**src/rtl/rc_pkg.sv**
```systemverilog
// Shared types and limits for the RC servo-PWM pulse-width receiver.
package rc_pkg;

  typedef enum logic [1:0] {ARM, IDLE, HIGH, OVER} rc_state_e;

  localparam int DEF_MIN_US     = 800;
  localparam int DEF_MAX_US     = 2200;
  localparam int DEF_TIMEOUT_US = 50000;

  // System clock cycles per 1 us tick.
  function automatic int tick_div(input int sysclk);
    return sysclk / 1000000;
  endfunction

endpackage

```
**src/rtl/rc_channel.sv**
```systemverilog
// One RC input: synchronizer, edge detect, pulse FSM, width/timeout counters and sticky flags.
module rc_channel
  import rc_pkg::*;
#(
  parameter int CNT_WIDTH  = 16,
  parameter int MIN_US     = DEF_MIN_US,
  parameter int MAX_US     = DEF_MAX_US,
  parameter int TIMEOUT_US = DEF_TIMEOUT_US
) (
  input  logic                 gclk,
  input  logic                 grst_n,
  input  logic                 rc,
  input  logic                 tick,
  input  logic                 clear,
  output logic [CNT_WIDTH-1:0] width,
  output logic                 valid,
  output logic                 fresh,
  output logic                 err
);

  localparam int                   TO_W    = $clog2(TIMEOUT_US + 1);
  localparam logic [CNT_WIDTH-1:0] MIN_C   = CNT_WIDTH'(MIN_US);
  localparam logic [CNT_WIDTH-1:0] MAX_C   = CNT_WIDTH'(MAX_US);
  localparam logic [TO_W-1:0]      TO_MAX  = TO_W'(TIMEOUT_US);
  localparam logic [TO_W-1:0]      TO_LAST = TO_W'(TIMEOUT_US - 1);

  logic                 sync1, sync2, dly;
  logic                 rise, fall, in_range, capture, reject;
  rc_state_e            state;
  logic [CNT_WIDTH-1:0] cnt;
  logic [TO_W-1:0]      to_cnt;

  // Reset high so a line already high at reset release never looks like a rising edge.
  always_ff @(posedge gclk or negedge grst_n) begin
    if (!grst_n) {sync1, sync2, dly} <= 3'b111;
    else         {sync1, sync2, dly} <= {rc, sync1, sync2};
  end

  assign rise     = sync2 & ~dly;
  assign fall     = ~sync2 & dly;
  assign in_range = (cnt >= MIN_C) && (cnt <= MAX_C);
  assign capture  = (state == HIGH) && fall && in_range;
  // A too-short pulse at the fall, or a count about to pass the upper limit.
  assign reject   = (state == HIGH) && (fall ? !in_range : (tick && (cnt == MAX_C)));

  always_ff @(posedge gclk or negedge grst_n) begin
    if (!grst_n) begin
      state  <= ARM;
      cnt    <= '0;
      to_cnt <= '0;
      width  <= '0;
      valid  <= 1'b0;
      fresh  <= 1'b0;
      err    <= 1'b0;
    end else begin
      case (state)
        ARM:  if (!sync2) state <= IDLE;
        IDLE: if (rise) begin
          state <= HIGH;
          cnt   <= '0;
        end
        HIGH: if (fall) state <= IDLE;
        else if (tick) begin
          if (cnt == MAX_C) state <= OVER;
          else              cnt   <= cnt + 1'b1;
        end
        OVER: if (fall) state <= IDLE;
        default: state <= ARM;
      endcase

      if (capture) width <= cnt;
      fresh <= (fresh & ~clear) | capture;
      err   <= (err & ~clear) | reject;

      if (capture) begin
        to_cnt <= '0;
        valid  <= 1'b1;
      end else if (tick && (to_cnt != TO_MAX)) begin
        to_cnt <= to_cnt + 1'b1;
        if (to_cnt == TO_LAST) valid <= 1'b0;
      end
    end
  end

endmodule

```
**src/rtl/rc_capture.sv**
```systemverilog
// Multi-channel RC pulse-width receiver: shared 1 us prescaler plus one rc_channel per input.
module rc_capture
  import rc_pkg::*;
#(
  parameter int CHANNELS   = 4,
  parameter int SYSCLK     = 25000000,
  parameter int CNT_WIDTH  = 16,
  parameter int MIN_US     = DEF_MIN_US,
  parameter int MAX_US     = DEF_MAX_US,
  parameter int TIMEOUT_US = DEF_TIMEOUT_US
) (
  input  logic                          clk_i,
  input  logic                          reset_n_i,
  input  logic [CHANNELS-1:0]           rc_i,
  input  logic [CHANNELS-1:0]           clear_i,
  output logic [CHANNELS*CNT_WIDTH-1:0] width_o,
  output logic [CHANNELS-1:0]           valid_o,
  output logic [CHANNELS-1:0]           new_o,
  output logic [CHANNELS-1:0]           error_o
);

  localparam int            DIV      = tick_div(SYSCLK);
  localparam int            PW       = (DIV > 1) ? $clog2(DIV) : 1;
  localparam logic [PW-1:0] PRE_LAST = PW'(DIV - 1);

  logic [PW-1:0] pre;
  logic          tick;

  // Free-running so every channel sees the same tick phase.
  always_ff @(posedge clk_i or negedge reset_n_i) begin
    if (!reset_n_i)         pre <= '0;
    else if (pre == PRE_LAST) pre <= '0;
    else                    pre <= pre + 1'b1;
  end

  assign tick = (pre == PRE_LAST);

  for (genvar k = 0; k < CHANNELS; k++) begin : g_ch
    rc_channel #(
      .CNT_WIDTH (CNT_WIDTH),
      .MIN_US    (MIN_US),
      .MAX_US    (MAX_US),
      .TIMEOUT_US(TIMEOUT_US)
    ) u_ch (
      .gclk  (clk_i),
      .grst_n(reset_n_i),
      .rc    (rc_i[k]),
      .tick  (tick),
      .clear (clear_i[k]),
      .width (width_o[k*CNT_WIDTH +: CNT_WIDTH]),
      .valid (valid_o[k]),
      .fresh (new_o[k]),
      .err   (error_o[k])
    );
  end

endmodule

```
**config.mk**
```make
export PLATFORM = sky130hd
export DESIGN_NAME = rc_capture
export DESIGN_NICKNAME = d
export VERILOG_FILES = /design/src/rtl/rc_pkg.sv /design/src/rtl/rc_channel.sv /design/src/rtl/rc_capture.sv
export SDC_FILE = /design/constraint.sdc
export NUM_CORES = 1
export LEC_CHECK = 0
export ABC_AREA = 1
export CAP_MARGIN = 20
export CORE_MARGIN = 5
export CORE_UTILIZATION = 42
export DETAILED_ROUTE_END_ITERATION = 10
export GPL_TIMING_DRIVEN = 0
export SYNTH_ARGS = -nofsm -noshare
export SYNTH_HDL_FRONTEND = slang
export SYNTH_SLANG_ARGS = --single-unit
```
**constraint.sdc**
```tcl
create_clock -name clk_i -period 1.8 [get_ports clk_i]
set_input_delay 0.45 -clock clk_i [delete_from_list [all_inputs] [get_ports clk_i]]
set_output_delay 0.45 -clock clk_i [all_outputs]
set_load 0.03 [all_outputs]
```
**Word level (Yosys, flattened, before mapping)**

Index checks and enable logic that the tools add are counted.

- Register bits after elaboration: 229
- ROM bits: 0
- RAM bits: 0
- Word-level logic and storage cells: 280
- Input bits: 10
- Latch bits: 0
- Output and inout port bits: 76
- Memories kept: 0

- Multipliers: 0
- Shifts and indexed selects: 0
- Magnitude comparators: 8
- Reductions and logical operators: 56
- Div/mod/pow operators: 0
- Add/sub/neg operators: 9
- Bitwise gates (word level): 36
- Equality and inequality tests: 57
- Mux-type cells: 73

Operators by type and width:

| cell | count |
|---|---|
| $mux 16 | 24 |
| $add 16x1->16 const B | 8 |
| $pmux 16 s2 | 4 |
| $eq 16x12->1 const B | 4 |
| $eq 16x16->1 const B | 4 |
| $ge 16x10->1 const B | 4 |
| $le 16x12->1 const B | 4 |
| $ne 16x16->1 const B | 4 |
| $mux 2 | 24 |
| $reduce_and 5->1 | 8 |
| $pmux 2 s4 | 4 |
| $ne 2x2->1 const B | 15 |
| $logic_and 1x1->1 | 24 |
| $reduce_bool 2->1 | 12 |
| $ne 3x2->1 const B | 7 |
| $ne 2x1->1 const B | 9 |
| $and 1x1->1 | 16 |
| $eq 2x2->1 const B | 8 |
| $mux 1 | 16 |
| $not 1->1 | 12 |
| $eq 2x1->1 const B | 4 |
| $logic_not 2->1 | 4 |
| $or 1x1->1 | 8 |
| $reduce_and 2->1 | 4 |
| other kinds (5) | 8 |

**Depth between registers and ports, before layout**

Gate-level depths: netlist of the first run.

- Word-level depth: 6
- Gate-level depth with buffers: 13
- Mapped depth without buffers: 11

**Cells and area by module**

A second synthesis of the first run with hierarchy kept.

- Cells, all modules: 1806
- Area, all modules: 13660.6 um^2

Modules (own cells, without submodules):

| module | times used | cells each | sequential area each (um^2) | area an instance (um^2) |
|---|---|---|---|---|
| rc_channel (g_ch[0].u_ch ...) | 2 | 443 | 1405.1 | 3329.4 |
| rc_channel (g_ch[2].u_ch) | 1 | 450 | 1405.1 | 3398.3 |
| rc_channel (g_ch[3].u_ch) | 1 | 441 | 1405.1 | 3358.2 |
| rc_capture | 1 | 29 | 125.1 | 245.2 |

**Worst setup path before layout of the first run**

OpenSTA, ideal clock, no wires.

- Path type: flip-flop to flip-flop
- Start: register g_ch[3].u_ch.state[0]
- End: register g_ch[3].u_ch.cnt[2]
- Data required time: 1682 ps
- Data arrival time: 1583 ps
- Setup slack: 99 ps
- Path buffers: 1
- Period minus slack after synthesis: 1701 ps
- Library setup time: 118 ps
- Stages on the path, launching flop included: 11
- Cell sequence: dfrtp_1 inv_1 ha_1 inv_1 nor2_1 nor3_4 nand2_4 nand2_4 buf_6 nand2_1 nand2_1

- Longest elaborated chain between the ends: 3
- Elaborated cells on any way between the ends: 9
- Classes of those cells: 6 x eq/ne; 1 x mux; 2 x reduce/logical

Ends and longest elaborated chain:

| element | RTL line | RTL |
|---|---|---|
| start, declared | rc_channel.sv:29 | `rc_state_e state;` |
| start signal, assigned | rc_channel.sv:48 | `state <= ARM;` |
| start signal, assigned | rc_channel.sv:57 | `ARM: if (!sync2) state <= IDLE;` |
| start signal, assigned | rc_channel.sv:59 | `state <= HIGH;` |
| $eq 2x2->1 / $eq 2x1->1 (equally long branches) | rc_channel.sv:56 | `case (state)` |
| $ne 2x2->1 (no line), or another cell as far along | - |  |
| $reduce_and 5->1 (no line) | - |  |
| end signal, assigned | rc_channel.sv:65 | `else cnt <= cnt + 1'b1;` |
| end, declared | rc_channel.sv:30 | `logic [CNT_WIDTH-1:0] cnt;` |

Parallel ways exist; a longest one is shown, timed or not.
A chain may end at the register's enable or synchronous reset.

**Worst setup path in the final report of the first run**

- Start: register pre[0]
- End: register g_ch[1].u_ch.cnt[12]

- Longest elaborated chain between the ends: 3

Ends and longest elaborated chain:

| element | RTL line | RTL |
|---|---|---|
| start, declared | rc_capture.sv:26 | `logic [PW-1:0] pre;` |
| start signal, assigned | rc_capture.sv:33 | `else pre <= pre + 1'b1;` |
| $eq 5x5->1 | rc_capture.sv:36 | `assign tick = (pre == PRE_LAST);` |
| $ne 2x2->1 (no line) | - |  |
| $reduce_and 5->1 (no line) | - |  |
| end signal, assigned | rc_channel.sv:65 |  |
| end, declared | rc_channel.sv:30 |  |

No other way between the ends.

==> results.yml, run 1 <==
outcome:
  outcome: "finished with violations"
  violations: "negative setup slack"
timing:
  max_freq_mhz: 555
  fin_worst_skew_ns: 0.0197
  fin_ws_ns: -0.000360
  tightest_slew_ns: 0.561
  maxSlewHeadroom_pct: 62.6
  final.min_clock_period_ns: 1.80
  setup_viol: 1
  fin_crit_sh_pct: 100
  hold_ws_ns: 0.315
  drv_slew: 0
  rsz0062_at_grt: "true"
  hold_viol_final: 0
worst_setup_path:
  setup.worst_path.start: "pre[0]"
  ff2ff_path_depth: 12
  rrSetupSlack_ns: -0.0004
  endpoint: "g_ch[1].u_ch.cnt[12]"
  path_class: "reg2reg"
  cp-end-kind: "flop"
  crit_chain: "inv_2 -> ha_4 -> nand4_1 -> buf_6 -> buf_12 -> nand2_4 -> nand3_4 -> nor2_4 -> nand2_8 -> clkbuf_16 -> nand2_1 -> o21ai_1"
  critical_path.max_stage_delay_ns: 0.40
  cpMaxStageDelayCell: "dfrtp_1"
  cp_data_required_time_ns: 2.22
  worstSetupStartpointType: "flop"
  rr_endpoint: "g_ch[1].u_ch.cnt[12]"
  regToRegStartpoint: "pre[0]"
  arrival_ns: 2.22
  path_max_fanout: 8
finish:
  drive_above_1_share_pct: 17.8
  nFillCells: 2903
  n_antenna_cell: 0
  fin_area_um2: 16600
  layout.nets: 2004
  area_growth_pct: 26.6
  final_util_pct: 54.0
clocking:
  clk_pin_slew_ns: 0.06
  clock_latency_ns: 0.54
  max-clock-path-buffers: 3
  clock_sinks: 229
  cts_root_buf: "clkbuf_16"
  cts_made_buffers: 27
  htree_levels: 1
  cts_tree: "done"
floorplanning:
  core_um2: 30700
  die_h_um: 187
  die-width_um: 187
  rows: 64
  start_util_pct: 42.7
  ios: 86
  die_area_um2: 34800
yosys:
  synthDistinctLibCells: 40
  synth-seq-cells: 229
  syn-cell-area_um2: 13100
  yosysSeqAreaShare_pct: 43.9
  syn_avg_cell_area_um2: 7.39
  synthesis.nets: 1816
  yosysWarnings: 0
  synthCells: 1772
global_route:
  antenna_found_initial: 0
  grt_pass1_wl_mm: 55.0
  grt_max_degree: 97
  gr-usage-all-layers_pct: 18.1
  grt_pass1_vias: 11310
  grt_overflow_total: 0
detailed_routing:
  postRouteAntennaNets: 0
  dr.pass1.iters: 5
  wl_per_cell_um: 13.9
  drc_errors: 0
  vias: 11804
  drt_wl_total_mm: 33.1
  viasPerCell: 4.97
  drt_iter0_drc: 718
placed_design:
  gp_congestion: 0.907
  place_hpwl_mm: 22.4
  port-buffer-count: 85
  placed_area_um2: 14500
power:
  leakagePower_nw: 8.11
  ir_drop_mv: 0.653
  power.total_mw: 15.7
  p_per_area_nw_per_um2: 945
flow_run:
  drv_cap: 0
min_path:
  hp-class: "in2reg"
[worst max-delay path, delay by kind of cell (launching register included)]
kind	cells	cell delay, ns
buf+inv	4	0.56
compound gates	1	0.06
simple gates	6	0.55
fa+ha+maj	1	0.12
flops	1	0.40
[power by group]
part	switching (mW)	total, mW	internal, mW
sequential	0.141	5.46	5.32
clock	2.13	5.61	3.47
combinational	2.52	4.60	2.08
[cell usage in the layout, fill, tap and decap left out, types with 11 or more instances in the layout]
cell / netlist / final
inv_1: 205 / 185
buf_2: 17 / 14
nor3_1: 45 / 40
o21ai_0: 58 / 49
o21ai_1: 42 / 46
dlygate4sd2_1: 0 / 37
ha_1: 34 / 25
nor2_1: 218 / 208
nand3_1: 165 / 159
nand2_1: 541 / 522
buf_8: 1 / 11
buf_4: 21 / 73
buf_6: 13 / 23
clkdlybuf4s15_1: 0 / 19
xor2_1: 37 / 37
nand2_2: 6 / 20
inv_2: 7 / 22
clkbuf_16: 0 / 34
o21ai_2: 20 / 24
nand4_1: 44 / 44
dfrtp_1: 217 / 211
dfstp_2: 12 / 12
nor2_2: 11 / 14
[area by class of cell]
type	count	area (um2)	share of cell area, %
multi-input combinational	1268	6500	39.2
clock buffer	41	798	4.82
buffer	58	554	3.34
sequential	229	5750	34.7
clock inverter	9	126	0.762
tap	396	495	2.99
timing repair buffer	157	1500	9.07
timing repair inverter	2	11.3	0.0679
inverter	217	837	5.05
[worst min path at each step]
stage | startpoint | to | depth (start not counted)
after floorplan | reset_n_i | g_ch[0].u_ch.cnt[0] | 0
after global placement | g_ch[3].u_ch.sync1 | g_ch[3].u_ch.sync2 | 0
after detailed placement | g_ch[3].u_ch.sync1 | g_ch[3].u_ch.sync2 | 0
after CTS | rc_i[2] | g_ch[2].u_ch.sync1 | 1
after global routing | rc_i[0] | g_ch[0].u_ch.sync1 | 1
final | rc_i[1] | g_ch[1].u_ch.sync1 | 1
[state kept, by name, summed over array words and instances, names as in the netlist]
name	cells
g_ch.u_ch.cnt	64
g_ch.u_ch.dly	4
g_ch.u_ch.err	4
g_ch.u_ch.fresh	4
g_ch.u_ch.state	8
g_ch.u_ch.sync1	4
g_ch.u_ch.sync2	4
g_ch.u_ch.to_cnt	64
g_ch.u_ch.valid	4
g_ch.u_ch.width	64
pre	5
[layer usage]
layer  vias to the layer above  share of wire (%)  track usage (%)
met5                         -                  0                0
met4                         0                2.2             4.60
met3                        53                4.2             2.91
met2                       249                 47             29.8
met1                      5503                 47             25.0
li1                       5999                  -                -
[cell usage after synthesis (all sizes together)]
master | instances | area share, %
buf | 52 | 3.1
xnor2 | 3 | 0.20
a21boi | 1 | 0.057
dfstp | 12 | 2.4
nand4 | 44 | 2.1
o21bai | 7 | 0.40
nand3b | 3 | 0.17
ha | 34 | 3.2
inv | 213 | 6.1
xor2 | 37 | 2.5
or2 | 2 | 0.096
clkinv | 4 | 0.11
a21oi | 12 | 0.49
nand3 | 170 | 6.9
clkbuf | 7 | 0.21
nor3b | 1 | 0.057
o21ai | 121 | 5.3
dfrtp | 217 | 41
nand2b | 1 | 0.048
nor2 | 229 | 6.8
nor4 | 2 | 0.096
nand2 | 551 | 16
nor3 | 49 | 2.1
[through the flow]
stage          setup TNS (ns)  std cells  worst slack [ns]
3_3_place_gp         -2262.53       2253             -9.99
3_5_place_dp           -19.49       2255            -0.313
4_1_cts               -0.0582       2332           -0.0219
5_1_grt                 -1.26       2377           -0.0553
2_1_floorplan               0       1772            0.0994
6_report            -0.000360       2377         -0.000360
[cell families after synthesis]
group / Yosys count / share of synthesized area, %
simple gates: 1052 / 34.4
buf+inv: 276 / 9.54
flops: 229 / 43.9
compound gates: 141 / 6.23
xor+xnor: 40 / 2.68
fa+ha+maj: 34 / 3.25
[what timing repair did]
item | in CTS | in global routing
hold buffers | 1 | 0
endpoints found under the setup margin | 266 | 221
buffers inserted | 23 | 36
cloned | 4 | 9
gates resized for setup | 162 | 176
pin swaps | 9 | 30
hold endpoints to repair | 62 | 0
No activity file was read; power rests on OpenSTA's default activity.
==> run 2, diff against run 1 <==
--- a/config.mk
+++ b/config.mk
@@ -10,6 +10,7 @@
 export CORE_MARGIN = 5
 export CORE_UTILIZATION = 42
 export DETAILED_ROUTE_END_ITERATION = 10
+export GPL_ROUTABILITY_DRIVEN = 1
 export GPL_TIMING_DRIVEN = 0
 export SYNTH_ARGS = -nofsm -noshare
 export SYNTH_HDL_FRONTEND = slang
==> results of run 2 <==
Final layout, timing and power as in run 1 (identical DEF).
==> run 3, diff against run 2 <==
--- a/config.mk
+++ b/config.mk
@@ -12,6 +12,8 @@
 export DETAILED_ROUTE_END_ITERATION = 10
 export GPL_ROUTABILITY_DRIVEN = 1
 export GPL_TIMING_DRIVEN = 0
+export SETUP_SLACK_MARGIN = 0.15
+export SKIP_LAST_GASP = 1
 export SYNTH_ARGS = -nofsm -noshare
 export SYNTH_HDL_FRONTEND = slang
 export SYNTH_SLANG_ARGS = --single-unit
==> run 3 against run 2 <==
Net effect:
- the flow finishes with violations (negative hold slack)
- via count is 4.3% higher
- global-route usage is 0.41 points higher
- highest routed layer unchanged
- clock power is 1% lower
==> results.yml, run 3 (synthesis results as in run 1) <==
finish:
  layout.nets: 2088
  n_antenna_cell: 0
  reg.largest.list: "g_ch.u_ch.cnt x64, g_ch.u_ch.to_cnt x64, g_ch.u_ch.width x64"
  layout_commonest_cell: "nand2_1"
  layout_common_cells: "nand2_1, dfrtp_1, nor2_1, inv_1, nand3_1"
  drive_above_1_share_pct: 33.4
  final_util_pct: 59.6
  area_growth_pct: 39.6
  final_cells: 2462
power:
  leakagePower_nw: 8.62
  clkPwrFrac_pct: 35.5
  switching_share_pct: 31.7
  combPwrFrac_pct: 29.8
  p_int_mw: 10.7
  power.total_mw: 15.7
  ir_drop_mv: 0.659
  pwr-share-seq_pct: 34.8
  p_per_area_nw_per_um2: 857
  p_switching_mw: 4.97
placed_design:
  gp_congestion: 0.897
  dp.cells: 2254
  port-buffer-count: 85
  place_hpwl_mm: 22.1
global_route:
  grt_pass1_wl_mm: 56.3
  grt_pass1_vias: 11433
  grt_max_degree: 117
  grt_overflow_total: 0
  gr-usage-all-layers_pct: 18.5
  antenna_found_initial: 0
timing:
  tightest_slew_ns: 0.882
  final.min_clock_period_ns: 1.80
  hold_ws_ns: -0.0214
  max_freq_mhz: 556
  fin_crit_sh_pct: 100
  maxSlewHeadroom_pct: 41.2
  fin_worst_skew_ns: 0.0110
  tns_ns: 0
  drv_slew: 0
  setup_viol: 0
  hold_viol_final: 10
  rsz0062_at_grt: "true"
floorplanning:
  ios: 86
  rows: 64
  core_um2: 30700
  die_area_um2: 34800
  die-width_um: 187
  die_h_um: 187
  start_util_pct: 42.7
worst_setup_path:
  ff2ff_path_depth: 10
  worst-path-stages: 10
  rr_endpoint: "g_ch[2].u_ch.width[4]"
  path_class: "reg2reg"
  cpMaxStageDelayCell: "dfrtp_1"
  rrSetupSlack_ns: 0.0002
  endpoint: "g_ch[2].u_ch.width[4]"
  cp_data_required_time_ns: 2.22
  crit_buf_inv: 2
  critical-path-top-delay-family: "simple AND/OR/NAND/NOR gates"
  arrival_ns: 2.22
  critical_path.max_stage_delay_ns: 0.41
  regToRegStartpoint: "g_ch[2].u_ch.cnt[1]"
  worstSetupStartpointType: "flop"
  path_max_fanout: 6
  cp-end-kind: "flop"
  crit_chain: "inv_2 -> ha_4 -> nand4_1 -> nor2_2 -> nand2_2 -> nand3_4 -> nand3_4 -> clkbuf_16 -> nand2_2 -> o21ai_1"
  setup.worst_path.start: "g_ch[2].u_ch.cnt[1]"
clocking:
  clock_sinks: 229
  cts_root_buf: "clkbuf_16"
  cts.hold.buffers_added: 0
  clock_latency_ns: 0.55
  cts_made_buffers: 28
  htree_levels: 1
  clk_pin_slew_ns: 0.06
  cts_tree: "done"
  max-clock-path-buffers: 3
detailed_routing:
  drt_wl_total_mm: 35.7
  wl_per_cell_um: 14.5
  postRouteAntennaNets: 0
  vias: 12310
  drt_iter0_drc: 695
  viasPerCell: 5.00
  dr.pass1.iters: 5
  drc_errors: 0
flow_run:
  drv_cap: 0
outcome:
  outcome: "finished with violations"
  violations: "negative hold slack"
min_path:
  hp-class: "in2async"
-- run 3: cell types whose count changed in the layout (fill, tap and decap cells not counted), sizes merged, moves of 2 or more --
| cell | before | now |
|---|---|---|
| buf | 127 | 268 |
| bufinv | 3 | 1 |
| clkbuf | 60 | 62 |
| clkdlybuf4s15 | 23 | 0 |
| dlygate4sd2 | 37 | 0 |
| nand3 | 171 | 174 |
-- run 3: what timing repair did --
action                     4_1_cts  5_1_grt
gates resized for setup        530      431
cloned                          17       20
hold endpoints to repair         0        0
pin swaps                       27      109
setup endpoints to repair      287      223
setup buffers                   48       72
-- run 3: through the flow --
step / instance area (um2) / worst slack (ns)
3_3_place_gp: 14400 / -9.90
6_report: 18300 / 0.000153
4_1_cts: 16100 / 0.0275
3_5_place_dp: 14500 / -0.149
5_1_grt: 18300 / -0.109
2_1_floorplan: 13100 / 0.149
-- run 3: how the worst min path moves through the flow --
| stage | cells after the start | start | to |
|---|---|---|---|
| 6_report | 1 | reset_n_i | g_ch[3].u_ch.to_cnt[0] |
| 4_1_cts | 1 | reset_n_i | g_ch[3].u_ch.to_cnt[0] |
| 5_1_grt | 1 | reset_n_i | g_ch[3].u_ch.to_cnt[0] |
| 3_3_place_gp | 0 | g_ch[0].u_ch.sync1 | g_ch[0].u_ch.sync2 |
| 2_1_floorplan | 0 | reset_n_i | g_ch[0].u_ch.cnt[0] |
| 3_5_place_dp | 0 | g_ch[1].u_ch.sync1 | g_ch[1].u_ch.sync2 |
-- run 3: power groups by stage --
stage                     sequential (mW)  clock (mW)  combinational (mW)
final                                5.45        5.55                4.66
after detailed placement             5.56           0                2.57
after CTS                            5.44        5.69                3.70
after global placement               5.56           0                2.53
after floorplan                      5.52           0                1.83
after global routing                 5.46        5.91                5.02
-- run 3: layout make-up --
| cell class | count | area, um2 |
|---|---|---|
| plain buffers | 58 | 669 |
| clock inverters | 5 | 58.8 |
| fillers | 2698 | 12400 |
| clock buffers | 47 | 853 |
| repair inverters | 4 | 28.8 |
| well taps | 396 | 495 |
| flip-flops and latches | 229 | 5760 |
| inverters | 217 | 876 |
| repair buffers | 233 | 2120 |
| multi-input cells | 1273 | 7410 |
-- run 3: routing by layer --
| metal | GRT usage, % | vias up | share of wire (%) |
|---|---|---|---|
| li1 | - | 6190 | - |
| met1 | 25.1 | 5774 | 44 |
| met2 | 31.3 | 274 | 49 |
| met3 | 2.93 | 72 | 4.3 |
| met4 | 4.29 | 0 | 2.4 |
| met5 | 0 | - | 0 |
